$ cat src/rtl/svi_rr_arbiter_if.sv
// svi_rr_arbiter_if: requester-side and svi-side signal bundle of svi_rr_arbiter.
// master is the arbiter's view; slave is the view of whatever drives requests and answers svi.
interface svi_rr_arbiter_if #(
    parameter int N_REQ = 4,
    parameter int AW    = 16,
    parameter int DW    = 32
);
    logic [N_REQ-1:0]         req_valid;
    logic [N_REQ-1:0]         req_we;
    logic [N_REQ*AW-1:0]      req_addr;
    logic [N_REQ*DW-1:0]      req_wdata;
    logic [N_REQ-1:0]         req_ack;
    logic                     req_err;
    logic [DW-1:0]            req_rdata;
    logic                     svi_valid;
    logic                     svi_ready;
    logic                     svi_we;
    logic [AW-1:0]            svi_addr;
    logic [DW-1:0]            svi_wdata;
    logic                     svi_rvalid;
    logic [DW-1:0]            svi_rdata;
    logic                     busy;
    logic [$clog2(N_REQ)-1:0] grant_id;

    modport master (
        input  req_valid, req_we, req_addr, req_wdata, svi_ready, svi_rvalid, svi_rdata,
        output req_ack, req_err, req_rdata, svi_valid, svi_we, svi_addr, svi_wdata, busy, grant_id
    );

    modport slave (
        output req_valid, req_we, req_addr, req_wdata, svi_ready, svi_rvalid, svi_rdata,
        input  req_ack, req_err, req_rdata, svi_valid, svi_we, svi_addr, svi_wdata, busy, grant_id
    );
endinterface

$ cat src/rtl/svi_rr_arbiter.sv
// svi_rr_arbiter: round-robin sharing of one svi master port between N_REQ requesters,
// one transaction at a time, with a watchdog bounding how long a read waits for its response.
module svi_rr_arbiter #(
    parameter int N_REQ       = 4,
    parameter int AW          = 16,
    parameter int DW          = 32,
    parameter int TIMEOUT_CYC = 16,
    parameter int TCQ         = 100
) (
    input logic              clk,
    input logic              rst,
    svi_rr_arbiter_if.master bus
);
    localparam int IW = $clog2(N_REQ);
    localparam int TW = $clog2(TIMEOUT_CYC);

    typedef enum logic [1:0] {IDLE, ISSUE, WAIT_RSP, DONE} state_t;

    state_t        state_q, state_d;
    logic [IW-1:0] ptr_q, ptr_d, gid_q, gid_d, win_id, idx;
    logic          we_q, we_d, err_q, err_d, win_found;
    logic [AW-1:0] addr_q, addr_d;
    logic [DW-1:0] wdata_q, wdata_d, rdata_q, rdata_d;
    logic [TW-1:0] timer_q, timer_d;

    if (N_REQ < 2 || N_REQ > 8 || TIMEOUT_CYC < 2 || TCQ < 0) begin : g_bad_cfg
        $error("svi_rr_arbiter: unsupported parameter set");
    end

    // Scan downward so the lowest rotation distance from ptr overwrites last and wins.
    always_comb begin
        win_found = 1'b0;
        win_id    = '0;
        idx       = '0;
        for (int k = N_REQ - 1; k >= 0; k--) begin
            idx = IW'((int'(ptr_q) + k) % N_REQ);
            if (bus.req_valid[idx]) begin
                win_found = 1'b1;
                win_id    = idx;
            end
        end
    end

    always_comb begin
        state_d = state_q;
        ptr_d   = ptr_q;
        gid_d   = gid_q;
        we_d    = we_q;
        addr_d  = addr_q;
        wdata_d = wdata_q;
        rdata_d = rdata_q;
        err_d   = err_q;
        timer_d = timer_q;
        case (state_q)
            IDLE: if (win_found) begin
                state_d = ISSUE;
                gid_d   = win_id;
                we_d    = bus.req_we[win_id];
                addr_d  = bus.req_addr[int'(win_id)*AW +: AW];
                wdata_d = bus.req_wdata[int'(win_id)*DW +: DW];
            end
            ISSUE: if (bus.svi_ready) begin
                state_d = we_q ? DONE : WAIT_RSP;
                timer_d = '0;
                if (we_q) begin
                    rdata_d = '0;
                    err_d   = 1'b0;
                end
            end
            // A response arriving on the expiry cycle still counts as success.
            WAIT_RSP: begin
                timer_d = timer_q + 1'b1;
                if (bus.svi_rvalid || timer_q == TW'(TIMEOUT_CYC - 1)) begin
                    state_d = DONE;
                    rdata_d = bus.svi_rvalid ? bus.svi_rdata : '0;
                    err_d   = !bus.svi_rvalid;
                end
            end
            DONE: begin
                state_d = IDLE;
                ptr_d   = (gid_q == IW'(N_REQ - 1)) ? '0 : gid_q + 1'b1;
            end
            default: state_d = IDLE;
        endcase
    end

    always_ff @(posedge clk or posedge rst) begin
        if (rst) begin
            state_q <= IDLE;
            ptr_q   <= '0;
            gid_q   <= '0;
            we_q    <= 1'b0;
            addr_q  <= '0;
            wdata_q <= '0;
            rdata_q <= '0;
            err_q   <= 1'b0;
            timer_q <= '0;
        end else begin
            state_q <= state_d;
            ptr_q   <= ptr_d;
            gid_q   <= gid_d;
            we_q    <= we_d;
            addr_q  <= addr_d;
            wdata_q <= wdata_d;
            rdata_q <= rdata_d;
            err_q   <= err_d;
            timer_q <= timer_d;
        end
    end

    assign bus.req_ack   = (state_q == DONE) ? {{(N_REQ-1){1'b0}}, 1'b1} << gid_q : '0;
    assign bus.req_err   = err_q;
    assign bus.req_rdata = rdata_q;
    assign bus.svi_valid = state_q == ISSUE;
    assign bus.svi_we    = we_q;
    assign bus.svi_addr  = addr_q;
    assign bus.svi_wdata = wdata_q;
    assign bus.busy      = state_q != IDLE;
    assign bus.grant_id  = gid_q;
endmodule

$ cat src/flat_wrapper.sv
// flat-port wrapper written by rule: the top's interface ports become plain ports
module svi_rr_arbiter_flat 
#(
    parameter int N_REQ       = 4,
    parameter int AW          = 16,
    parameter int DW          = 32,
    parameter int TIMEOUT_CYC = 16,
    parameter int TCQ         = 100
)
  (clk, rst, bus_req_valid, bus_req_we, bus_req_addr, bus_req_wdata, bus_svi_ready, bus_svi_rvalid, bus_svi_rdata, bus_req_ack, bus_req_err, bus_req_rdata, bus_svi_valid, bus_svi_we, bus_svi_addr, bus_svi_wdata, bus_busy, bus_grant_id);
  svi_rr_arbiter_if #(.N_REQ(N_REQ), .AW(AW), .DW(DW)) bus_i ();
  input logic clk;
  input logic rst;
  input wire logic [$bits(bus_i.req_valid)-1:0] bus_req_valid;
  input wire logic [$bits(bus_i.req_we)-1:0] bus_req_we;
  input wire logic [$bits(bus_i.req_addr)-1:0] bus_req_addr;
  input wire logic [$bits(bus_i.req_wdata)-1:0] bus_req_wdata;
  input wire logic [$bits(bus_i.svi_ready)-1:0] bus_svi_ready;
  input wire logic [$bits(bus_i.svi_rvalid)-1:0] bus_svi_rvalid;
  input wire logic [$bits(bus_i.svi_rdata)-1:0] bus_svi_rdata;
  output wire logic [$bits(bus_i.req_ack)-1:0] bus_req_ack;
  output wire logic [$bits(bus_i.req_err)-1:0] bus_req_err;
  output wire logic [$bits(bus_i.req_rdata)-1:0] bus_req_rdata;
  output wire logic [$bits(bus_i.svi_valid)-1:0] bus_svi_valid;
  output wire logic [$bits(bus_i.svi_we)-1:0] bus_svi_we;
  output wire logic [$bits(bus_i.svi_addr)-1:0] bus_svi_addr;
  output wire logic [$bits(bus_i.svi_wdata)-1:0] bus_svi_wdata;
  output wire logic [$bits(bus_i.busy)-1:0] bus_busy;
  output wire logic [$bits(bus_i.grant_id)-1:0] bus_grant_id;
  assign bus_i.req_valid = bus_req_valid;
  assign bus_i.req_we = bus_req_we;
  assign bus_i.req_addr = bus_req_addr;
  assign bus_i.req_wdata = bus_req_wdata;
  assign bus_i.svi_ready = bus_svi_ready;
  assign bus_i.svi_rvalid = bus_svi_rvalid;
  assign bus_i.svi_rdata = bus_svi_rdata;
  assign bus_req_ack = bus_i.req_ack;
  assign bus_req_err = bus_i.req_err;
  assign bus_req_rdata = bus_i.req_rdata;
  assign bus_svi_valid = bus_i.svi_valid;
  assign bus_svi_we = bus_i.svi_we;
  assign bus_svi_addr = bus_i.svi_addr;
  assign bus_svi_wdata = bus_i.svi_wdata;
  assign bus_busy = bus_i.busy;
  assign bus_grant_id = bus_i.grant_id;
  svi_rr_arbiter #(.N_REQ(N_REQ), .AW(AW), .DW(DW), .TIMEOUT_CYC(TIMEOUT_CYC), .TCQ(TCQ)) u_core (.clk(clk), .rst(rst), .bus(bus_i));
endmodule
$ cat config.mk
export PLATFORM = sky130hd
export DESIGN_NAME = svi_rr_arbiter_flat
export DESIGN_NICKNAME = d
export VERILOG_FILES = /design/src/rtl/svi_rr_arbiter_if.sv /design/src/rtl/svi_rr_arbiter.sv /design/src/flat_wrapper.sv
export SDC_FILE = /design/constraint.sdc
export NUM_CORES = 1
export LEC_CHECK = 0
export BUFFER_PORTS_ARGS = -buffer_cell sky130_fd_sc_hd__buf_4
export CAP_MARGIN = 20
export CELL_PAD_IN_SITES_DETAIL_PLACEMENT = 1
export CELL_PAD_IN_SITES_GLOBAL_PLACEMENT = 1
export CORE_AREA = 2 2 130 132
export CTS_CLUSTER_SIZE = 25
export DETAILED_ROUTE_END_ITERATION = 12
export DIE_AREA = 0 0 132 134
export PLACE_DENSITY = 0.86
export SKIP_CTS_REPAIR_TIMING = 1
export SLEW_MARGIN = 0
export SYNTH_ARGS = -nofsm -noshare
export SYNTH_HDL_FRONTEND = slang
export SYNTH_SLANG_ARGS = --single-unit
$ cat constraint.sdc
create_clock -name clk -period 4.6 [get_ports clk]
set_clock_uncertainty 0.1 [all_clocks]
set_input_delay 0.46 -clock clk [delete_from_list [all_inputs] [get_ports clk]]
set_output_delay 0.46 -clock clk [all_outputs]
set_load 0.02 [all_outputs]
== After elaboration in Yosys (flattened, before gate mapping) ==
Index checks and enable logic that the tools add are counted.

* Equal/unequal tests: 9
* Order comparisons: 5
* Reduce and logical (&&, ||, !) cells: 9
* Add/sub/neg operators: 5
* Multiplexer cells: 36
* Shift-type cells: 3

{| class="wikitable"
|+ Operator list
! kind !! number
|-
| $mux 32 || 4
|-
| $shiftx 128x8->32 || 1
|-
| $pmux 32 s2 || 1
|-
| $shiftx 64x7->16 || 1
|-
| $mux 2 || 8
|-
| $lt 2x3->1 const B || 5
|-
| $mux 1 || 13
|-
| $bmux 1 s2 || 5
|-
| $mux 4 || 2
|-
| $pmux 2 s4 || 1
|-
| $pmux 4 s2 || 1
|-
| $eq 2x2->1 const B || 3
|-
| $ne 2x1->1 const B || 3
|-
| $add 2x1->2 const B || 2
|-
| $add 2x2->2 const B || 2
|-
| $add 4x1->4 const B || 1
|-
| $eq 4x4->1 const B || 1
|-
| $reduce_and 2->1 || 2
|-
| $reduce_and 4->1 || 1
|-
| $reduce_bool 2->1 || 2
|-
| $shl 1x2->4 const A || 1
|-
| $reduce_and 3->1 || 1
|-
| $eq 2x1->1 const B || 1
|-
| $logic_not 2->1 || 1
|-
| 4 further kinds || 4
|}

* Register bits after elaboration: 92

== Longest topological paths before layout ==
Gate-level depths: netlist of run 1.

* Word-level depth: 9
* Depth in mapped cells: 10

== Least setup slack after synthesis of run 1 ==
Ideal clock, no wire load.

* Path type: register -> register
* Start: register u_core.state_q[0]
* End: register u_core.wdata_q[22] (netlist: u_core.bus.svi_wdata[22])
* Required time: 4.366 ns
* Clock period less this slack: 1.896 ns
* Path slack: 2.704 ns
* Arrival time: 1.662 ns
* Path buffers: 1
* Stages on the path, launching flop included: 9
* Cells stage by stage: dfrtp_1 > inv_1 > ha_1 > inv_1 > nor2_1 > nand3_1 > buf_2 > a211oi_2 > a211oi_2

* Longest elaborated chain between the ends: 2

{| class="wikitable"
|+ Ends and longest elaborated chain
! item !! line !! text
|-
| start: declaration || svi_rr_arbiter.sv:19 || <nowiki>state_t state_q, state_d;</nowiki>
|-
| start signal: assignment || svi_rr_arbiter.sv:99 || <nowiki>state_q <= state_d;</nowiki>
|-
| $logic_not 2->1 || svi_rr_arbiter.sv:54 || <nowiki>case (state_q)</nowiki>
|-
| $reduce_and 2->1 (no source line) || -- ||
|-
| end signal: assignment || svi_rr_arbiter.sv:104 || <nowiki>wdata_q <= wdata_d;</nowiki>
|-
| end: declaration || svi_rr_arbiter.sv:23 || <nowiki>logic [DW-1:0] wdata_q, wdata_d, rdata_q, rdata_d;</nowiki>
|}

Every way passes these cells.
A chain may end at the register's enable or synchronous reset.

== Worst setup path after layout of run 1 ==
* Start: register u_core.state_q[0]
* End: register u_core.addr_q[2] (netlist: u_core.bus.svi_addr[2])

* Longest elaborated chain between the ends: 2

{| class="wikitable"
|+ Ends and longest elaborated chain
! item !! line !! text
|-
| $logic_not 2->1 || svi_rr_arbiter.sv:54 ||
|-
| $reduce_and 2->1 (no source line) || -- ||
|-
| end signal: assignment || svi_rr_arbiter.sv:103 || <nowiki>addr_q <= addr_d;</nowiki>
|-
| end: declaration || svi_rr_arbiter.sv:22 || <nowiki>logic [AW-1:0] addr_q, addr_d;</nowiki>
|}

Every way passes these cells.

==> impl_metrics.tcl, run 1 <==
set metrics [dict create \
    crit_chain "inv_1 > ha_1 > inv_1 > nor2_4 > nand3_2 > buf_4 > a211oi_1 > a211oi_1" \
    dp_hpwl_um 15400 \
    crit_path_end_kind "flop" \
    dr.pass1.iters 4 \
    r2r-start "u_core.state_q[0]$_DFFE_PP0P_" \
    drc 0 \
    antenna_found_initial 0 \
    drive_gt1_share_pct 44.3 \
    seq_area_frac_synth_pct 43.5 \
    cts_tree "yes" \
    grt_usage_pct 22.8 \
    ys_async_sr_fraction_pct 100 \
    drt_iter0_drc 129 \
    yosysUniqueCellTypes 34 \
    vias_per_cell 5.05 \
    drv_slew 0 \
    syn_nets 800 \
    cts-root-buf "clkbuf_16" \
    ys.flop_type "dfrtp_1" \
    place_ws_ns 1.73 \
    place_congestion 0.769 \
    drt-total-wl_um 20600 \
    coreArea_um2 16300 \
    grt_pass1_vias 5710 \
    worstReg2RegEnd "u_core.bus.svi_addr[2]$_DFFE_PP0P_" \
    num_antenna_cells 0 \
    relSlewSlack_pct 34.5 \
    ys_ff_latch 92 \
    grt_start_max_net_pins 100 \
    path_clk_slew_ns 0.07 \
    synth_edf_count 0 \
    clock_latency_ns 0.35 \
    r2r_cells 8 \
    finalCriticalPeriod_ns 2.76 \
    synth_common_cells "dfrtp_1 (92), a211oi_1 (79), nand2_1 (72)" \
    grt_util_met3_pct 5.71 \
    htree_levels 3 \
    worstMarginPinSlew_ns 0.979 \
    status "finished clean" \
    max-cap-violations 0 \
    synth_top_area_share_pct 43.5 \
    die_width_um 132 \
    cts_made_buffers 9 \
    fin_ws_ns 1.84 \
    vias 5427 \
    r2r_setup_slack_ns 1.84 \
    p_leak_nw 4.00 \
    syn2layout_area_growth_pct 54.8 \
    wire_per_inst_um 19.2 \
    final.setup.tns_ns 0 \
    syn_area_um2 5290 \
    met1_usage_pct 26.7 \
    io_pins 326 \
    max_clock_freq_ghz 0.363 \
    grt_setup_unrepaired "no" \
    critPathMaxStageDelay_ns 0.59 \
    arrival_ns 2.85 \
    overflow 0 \
    avgSynthCellArea_um2 9.53 \
    slowest_stage "nand3_2" \
    hold_viol_final 0 \
    grt_pass1_wl_um 31500 \
    cp_max_fo 33 \
    grt_use_met2_pct 41.5 \
    setup.worst_path.start_class "flop" \
    ir_worst_vdd_mv 0.445 \
    min_path_type "primary input to asynchronous set/reset pin" \
    crit_required_ns 4.69 \
    synth_warnings 0 \
    die_h_um 134 \
    clk_path_buf_depth 2 \
    p_per_area_nw_per_um2 613 \
    cts.sinks 92 \
    rows 47 \
    yosys-top-cells-area "dfrtp_1 (44%), a211oi_1 (11%), mux2i_1 (9.6%), and3_1 (6.0%), nand2_1 (5.1%)" \
    period_share_pct 59.9 \
    setup_violations 0 \
    antenna_left 0 \
    crit_type "flop to flop" \
    die-area_um2 17700 \
    synth_cells 555 \
    start_util_pct 32.5 \
    portBuffers 325 \
    yosysTopAreaCell "dfrtp_1" \
    nets 1095 \
    nFillCells 1921 \
    synth.most_common_cell "dfrtp_1" \
    grt-busiest-layer "met2" \
]
critical path: cells and delay by family (launching register included):
family                     cells  cell delay (ns)
buffers and inverters          3             0.76
AOI/OAI and AO/OA              2             0.30
adders and majority gates      1             0.30
DFF                            1             0.41
and+or+nand+nor                2             0.72
registers in the layout, indices dropped and copies added (netlist names):
register              count
u_core.state_q            2
u_core.bus.req_rdata     32
u_core.bus.svi_addr      16
u_core.ptr_q              2
u_core.bus.svi_we         1
u_core.bus.req_err        1
u_core.bus.grant_id       2
u_core.timer_q            4
u_core.bus.svi_wdata     32
cell type report:
cell class              instances  area (um^2)  share of cell area, %
repair buffers                332         2490                   30.4
clock inverters                 7          146                   1.79
multi-input cells             406         2710                   33.1
clock buffers                   9          225                   2.75
flip-flops and latches         92         2300                   28.1
well taps                     220          275                   3.36
inverters                       9         36.3                  0.443
logic make-up after synthesis:
family,Yosys count,share of synthesized area [%]
compound gates,150,21.3
flops,92,43.5
simple gates,194,17.3
buf+inv,57,5.68
mux,53,10.1
fa+ha+maj,9,2.13
metrics by stage:
stage                     util (%)  instances  power (mW)  hold slack, ns  area [um^2]
after detailed placement      48.0       1059        4.12           0.376         7820
after global routing          50.3       1075        5.32           0.255         8190
after CTS                     50.3       1075        5.07           0.233         8190
after floorplan                  -        555        3.04           0.377         5290
final                         50.3       1075        5.02           0.193         8190
after global placement        48.0       1059        4.03           0.363         7820
worst max path at each step:
stage / from / to / slack, ns / cells after the start
finish: u_core.state_q[0]$_DFFE_PP0P_ / u_core.bus.svi_addr[2]$_DFFE_PP0P_ / 1.84 / 8
CTS: u_core.state_q[0]$_DFFE_PP0P_ / u_core.bus.svi_wdata[31]$_DFFE_PP0P_ / 1.81 / 8
detailed placement: bus_req_valid[1] / u_core.bus.svi_addr[8]$_DFFE_PP0P_ / 1.73 / 7
global route: u_core.state_q[0]$_DFFE_PP0P_ / u_core.bus.svi_addr[8]$_DFFE_PP0P_ / 1.59 / 8
global placement: bus_req_valid[1] / u_core.bus.svi_addr[2]$_DFFE_PP0P_ / 1.83 / 7
floorplan: rst / u_core.bus.grant_id[0]$_DFFE_PP0P_ / 1.65 / 1
power breakdown:
part           leakage, nW  switching (mW)  internal [mW]
Clock                0.181           0.345          0.592
Sequential            1.11           0.221           1.16
Combinational         2.71            1.61           1.09
Total                 4.00            2.18           2.84
layer usage:
layer  vias up  wire length (um)
met5         -                 0
met4         0               343
met3        19              1340
met2       201             10700
met1      2619              8230
li1       2588                 -
cell usage in the layout (no fill, tap or decap), drive strengths merged:
master	instances
a211oi	99
a21boi	1
a21oi	1
a22o	1
a22oi	1
a31o	1
a32o	1
and2	6
and3	51
buf	332
bufinv	4
clkbuf	9
clkinv	1
dfrtp	92
ha	9
inv	11
mux2	2
mux2i	51
nand2	73
nand2b	4
nand3	2
nand3b	1
nand4	1
nor2	52
nor2b	1
nor3	1
nor4	1
o21ai	42
o21bai	1
o221ai	1
o22a	1
or2	1
(Power assumes the default switching activity.)
==> inputs of run 2 (changes only) <==
--- a/config.mk
+++ b/config.mk
@@ -9,11 +9,11 @@
 export CAP_MARGIN = 20
 export CELL_PAD_IN_SITES_DETAIL_PLACEMENT = 1
 export CELL_PAD_IN_SITES_GLOBAL_PLACEMENT = 1
-export CORE_AREA = 2 2 130 132
+export CORE_AREA = 2 2 141 143
 export CTS_CLUSTER_SIZE = 25
 export DETAILED_ROUTE_END_ITERATION = 12
-export DIE_AREA = 0 0 132 134
-export PLACE_DENSITY = 0.86
+export DIE_AREA = 0 0 143 145
+export PLACE_DENSITY = 0.78
 export SKIP_CTS_REPAIR_TIMING = 1
 export SLEW_MARGIN = 0
 export SYNTH_ARGS = -nofsm -noshare
==> constraint.sdc (replaced) <==
create_clock -name clk -period 2.33 [get_ports clk]
set_clock_uncertainty 0.1 [all_clocks]
set_input_delay 0.233 -clock clk [delete_from_list [all_inputs] [get_ports clk]]
set_output_delay 0.233 -clock clk [all_outputs]
set_load 0.02 [all_outputs]
==> impl_metrics.tcl, run 2 (synthesis results as in run 1) <==
set metrics [dict create \
    status "finished clean" \
    path_clk_slew_ns 0.07 \
    arrival_ns 2.29 \
    pwr-share-clk_pct 15.8 \
    coreArea_um2 19200 \
    cts.sinks 92 \
    io_pins 326 \
    crit_path_end_kind "flop" \
    max-cap-violations 0 \
    vias_per_cell 4.80 \
    grt_pass1_vias 5760 \
    p_sw_share_pct 43.5 \
    cts_made_buffers 9 \
    drv_slew 0 \
    hold_viol_final 0 \
    fin_ws_ns 0.178 \
    place_area_um2 8050 \
    p_int_mw 5.50 \
    p_total_mw 9.74 \
    grt_usage_pct 18.9 \
    clk_path_buf_depth 2 \
    rows 51 \
    final.setup.tns_ns 0 \
    p_leak_nw 4.06 \
    place_ws_ns 0.191 \
    period_share_pct 92.4 \
    final_common_cell "buf_4" \
    cts-root-buf "clkbuf_16" \
    final_area_um2 8370 \
    power_frac_seq_pct 28.1 \
    wire_per_inst_um 17.5 \
    cp_max_fo 50 \
    setup.worst_path.start_class "flop" \
    overflow 0 \
    ir_worst_vdd_mv 0.334 \
    nets 1107 \
    nFillCells 2244 \
    max_clock_freq_ghz 0.465 \
    place_congestion 0.802 \
    power.switching_mw 4.24 \
    portBuffers 325 \
    crit_type "flop to flop" \
    clock_latency_ns 0.35 \
    num_antenna_cells 0 \
    drive_gt1_share_pct 44.9 \
    grt_start_max_net_pins 93 \
    crit_required_ns 2.47 \
    finalCriticalPeriod_ns 2.15 \
    vias 5430 \
    start_util_pct 27.5 \
    setup_violations 0 \
    dp_hpwl_um 15400 \
    holdWs_ns 0.0371 \
    combinationalPowerShare_pct 56.1 \
    drc 0 \
    register_area_um2 2300 \
    die-area_um2 20700 \
    grt_pass1_wl_um 30600 \
    cts_tree "yes" \
    drt_iter0_drc 107 \
    multi_input_area_um2 2710 \
    die_width_um 143 \
    antenna_found_initial 0 \
    p_per_area_nw_per_um2 1160 \
    worstMarginPinSlew_ns 0.596 \
    relSlewSlack_pct 60.2 \
    layout_common_cells "buf_4 (336), dfrtp_1 (92), a211oi_1 (79)" \
    die_h_um 145 \
    syn2layout_area_growth_pct 58.2 \
    grt_setup_unrepaired "no" \
    min_path_type "primary input to flop" \
    antenna_left 0 \
    drt-total-wl_um 19800 \
    htree_levels 3 \
    dr.pass1.iters 4 \
]
[run 2: path summary, 6_finish.rpt]
check	from	endpoint	slack, ns	cells after the start
worst min-delay path	bus_svi_rdata[15]	u_core.bus.req_rdata[15]$_DFFE_PP0P_	0.04	3
min in group asynchronous	rst	u_core.bus.svi_wdata[13]$_DFFE_PP0P_	0.49	4
worst max register to register	u_core.state_q[0]$_DFFE_PP0P_	u_core.bus.svi_wdata[12]$_DFFE_PP0P_	0.18	7
max in group asynchronous	rst	u_core.bus.svi_wdata[29]$_DFFE_PP0P_	1.23	4
worst max-delay path	u_core.state_q[0]$_DFFE_PP0P_	u_core.bus.svi_wdata[12]$_DFFE_PP0P_	0.18	7
worst min register to register	u_core.bus.req_rdata[1]$_DFFE_PP0P_	u_core.bus.req_rdata[1]$_DFFE_PP0P_	0.38	2
[run 2: layout make-up]
cell class | count | area share (%)
inverter | 9 | 0.449
tap | 265 | 3.96
multi-input combinational | 406 | 32.4
sequential | 92 | 27.5
clock inverter | 5 | 0.688
clock buffer | 11 | 3.02
timing repair buffer | 344 | 31.9
[run 2: metal layers]
metal | GRT usage, % | vias to the layer above | part of all wire [%]
li1 | - | 2613 | -
met1 | 21.2 | 2574 | 38
met2 | 33.7 | 214 | 52
met3 | 5.08 | 29 | 7.5
met4 | 7.48 | 0 | 2.8
met5 | 0 | - | 0
[run 2: power groups by stage]
stage	combinational [mW]	clock (mW)	sequential (mW)
after detailed placement	5.56	0	2.78
final	5.46	1.54	2.74
after global placement	5.43	0	2.74
after CTS	5.57	1.60	2.75
after global routing	5.95	1.65	2.83
after floorplan	2.53	0	3.47
[run 2: through the flow]
stage / util, % / instances
2_1_floorplan: - / 555
4_1_cts: 43.5 / 1131
3_5_place_dp: 41.9 / 1115
3_3_place_gp: 41.9 / 1115
5_1_grt: 43.6 / 1132
6_report: 43.6 / 1132
[run 2: worst max-delay path, stage by stage (launching register included)]
cell and delay, ns:
dfrtp_1 0.41, inv_1 0.14, ha_1 0.27, inv_1 0.11, nor2_4 0.13, buf_4 0.49
nor2_1 0.09, a211oi_1 0.27
==> inputs of run 3 (changes only) <==
--- a/config.mk
+++ b/config.mk
@@ -5,8 +5,9 @@
 export SDC_FILE = /design/constraint.sdc
 export NUM_CORES = 1
 export LEC_CHECK = 0
-export BUFFER_PORTS_ARGS = -buffer_cell sky130_fd_sc_hd__buf_4
-export CAP_MARGIN = 20
+export ABC_CLOCK_PERIOD_IN_PS = 2330
+export BUFFER_PORTS_ARGS = -buffer_cell sky130_fd_sc_hd__buf_2
+export CAP_MARGIN = 0
 export CELL_PAD_IN_SITES_DETAIL_PLACEMENT = 1
 export CELL_PAD_IN_SITES_GLOBAL_PLACEMENT = 1
 export CORE_AREA = 2 2 141 143
==> impl_metrics.tcl, run 3 (synthesis results as in run 1) <==
set metrics [dict create \
    met1_usage_pct 21.0 \
    clk_path_buf_depth 2 \
    nets 1106 \
    ir_worst_vdd_mv 0.451 \
    dpl.cell_count 1114 \
    final_area_um2 7520 \
    layout_common_cells "buf_2 (325), dfrtp_1 (92), a211oi_1 (79)" \
    final_cell_count_no_fill 1132 \
    crit_chain "inv_1 > ha_1 > inv_1 > nor2_4 > nand3_2 > buf_4 > a211oi_1 > a211oi_1" \
    power_frac_seq_pct 29.4 \
    drt_iter0_drc 121 \
    cts-root-buf "clkbuf_16" \
    grt_use_met2_pct 32.6 \
    io_pins 326 \
    pwr-share-clk_pct 16.7 \
    finalCriticalPeriod_ns 2.10 \
    period_share_pct 90.1 \
    start_util_pct 27.5 \
    dp_hpwl_um 14900 \
    place_area_um2 7200 \
    crit_path_end_kind "flop" \
    final_common_cell "buf_2" \
    r2r_setup_slack_ns 0.23 \
    max-cap-violations 0 \
    p_leak_nw 3.78 \
    coreArea_um2 19200 \
    combinationalPowerShare_pct 53.9 \
    final_util_pct 39.2 \
    die-area_um2 20700 \
    min_path_type "primary input to flop" \
    cts_made_buffers 9 \
    final.setup.tns_ns 0 \
    cts_tree "yes" \
    grt-busiest-layer "met2" \
    grt_pass1_vias 5652 \
    cts.sinks 92 \
    vias_per_cell 4.75 \
    grt_setup_unrepaired "no" \
    wire_per_inst_um 16.9 \
    crit_required_ns 2.47 \
    p_int_mw 4.98 \
    drc 0 \
    place_congestion 0.791 \
    holdWs_ns 0.0272 \
    syn2layout_area_growth_pct 42.2 \
    max_clock_freq_ghz 0.476 \
    grt_usage_pct 18.4 \
    cp_max_fo 50 \
    clock_latency_ns 0.34 \
    antenna_left 0 \
    antenna_found_initial 1 \
    critPathMaxStageDelay_ns 0.53 \
    arrival_ns 2.24 \
    hold_viol_final 0 \
    portBuffers 325 \
    status "finished clean" \
    die_width_um 143 \
    path_clk_slew_ns 0.07 \
    relSlewSlack_pct 56.2 \
    htree_levels 3 \
    slowest_stage "buf_4" \
    grt_util_met3_pct 4.52 \
    dr.pass1.iters 4 \
    grt_start_max_net_pins 93 \
    p_sw_share_pct 45.6 \
    rows 51 \
    crit_type "flop to flop" \
    drt-total-wl_um 19100 \
    p_total_mw 9.15 \
    power.switching_mw 4.18 \
    drv_slew 0 \
    p_per_area_nw_per_um2 1220 \
    fin_ws_ns 0.230 \
    overflow 0 \
    place_ws_ns 0.221 \
    vias 5373 \
    setup_violations 0 \
    setup.worst_path.start_class "flop" \
    grt_pass1_wl_um 29900 \
    drive_gt1_share_pct 44.8 \
    die_h_um 145 \
    worstMarginPinSlew_ns 0.657 \
]
## run 3: worst paths after layout
path / startpoint / endpoint / cells after the start
worst min register to register: u_core.bus.req_rdata[25]$_DFFE_PP0P_ / u_core.bus.req_rdata[25]$_DFFE_PP0P_ / 2
worst max-delay path: u_core.state_q[0]$_DFFE_PP0P_ / u_core.bus.svi_addr[8]$_DFFE_PP0P_ / 8
worst max register to register: u_core.state_q[0]$_DFFE_PP0P_ / u_core.bus.svi_addr[8]$_DFFE_PP0P_ / 8
max in group asynchronous: rst / u_core.bus.svi_we$_DFFE_PP0P_ / 4
worst min-delay path: bus_svi_rdata[19] / u_core.bus.req_rdata[19]$_DFFE_PP0P_ / 3
min in group asynchronous: rst / u_core.bus.svi_wdata[14]$_DFFE_PP0P_ / 4
## run 3: metal layers
layer  routed length, um  vias to the layer above
met4                 501                        0
met1                7410                     2506
met5                   0                        -
met2                9770                      225
met3                1430                       29
li1                    -                     2613
## run 3: worst max-delay path, delay by kind of cell, from the launching register on
family	cells	cell delay, ns
fa+ha+maj	1	0.26
compound gates	2	0.36
flops	1	0.38
simple gates	2	0.13
buf+inv	3	0.75
## run 3: area by class of cell
type                    instances  area (um^2)
diodes                          1         2.50
clock buffers                  10          239
clock inverters                 6         68.8
fillers                      2365        11700
inverters                       9         37.5
multi-input cells             406         2710
flip-flops and latches         92         2300
well taps                     265          332
repair buffers                343         1830
## run 3: power groups by stage
| stage | Clock [mW] | Sequential [mW] | Combinational (mW) |
|---|---|---|---|
| floorplan | 0 | 3.47 | 2.53 |
| global placement | 0 | 2.70 | 4.92 |
| detailed placement | 0 | 2.74 | 5.04 |
| CTS | 1.60 | 2.71 | 5.04 |
| global route | 1.66 | 2.79 | 5.44 |
| finish | 1.53 | 2.69 | 4.93 |
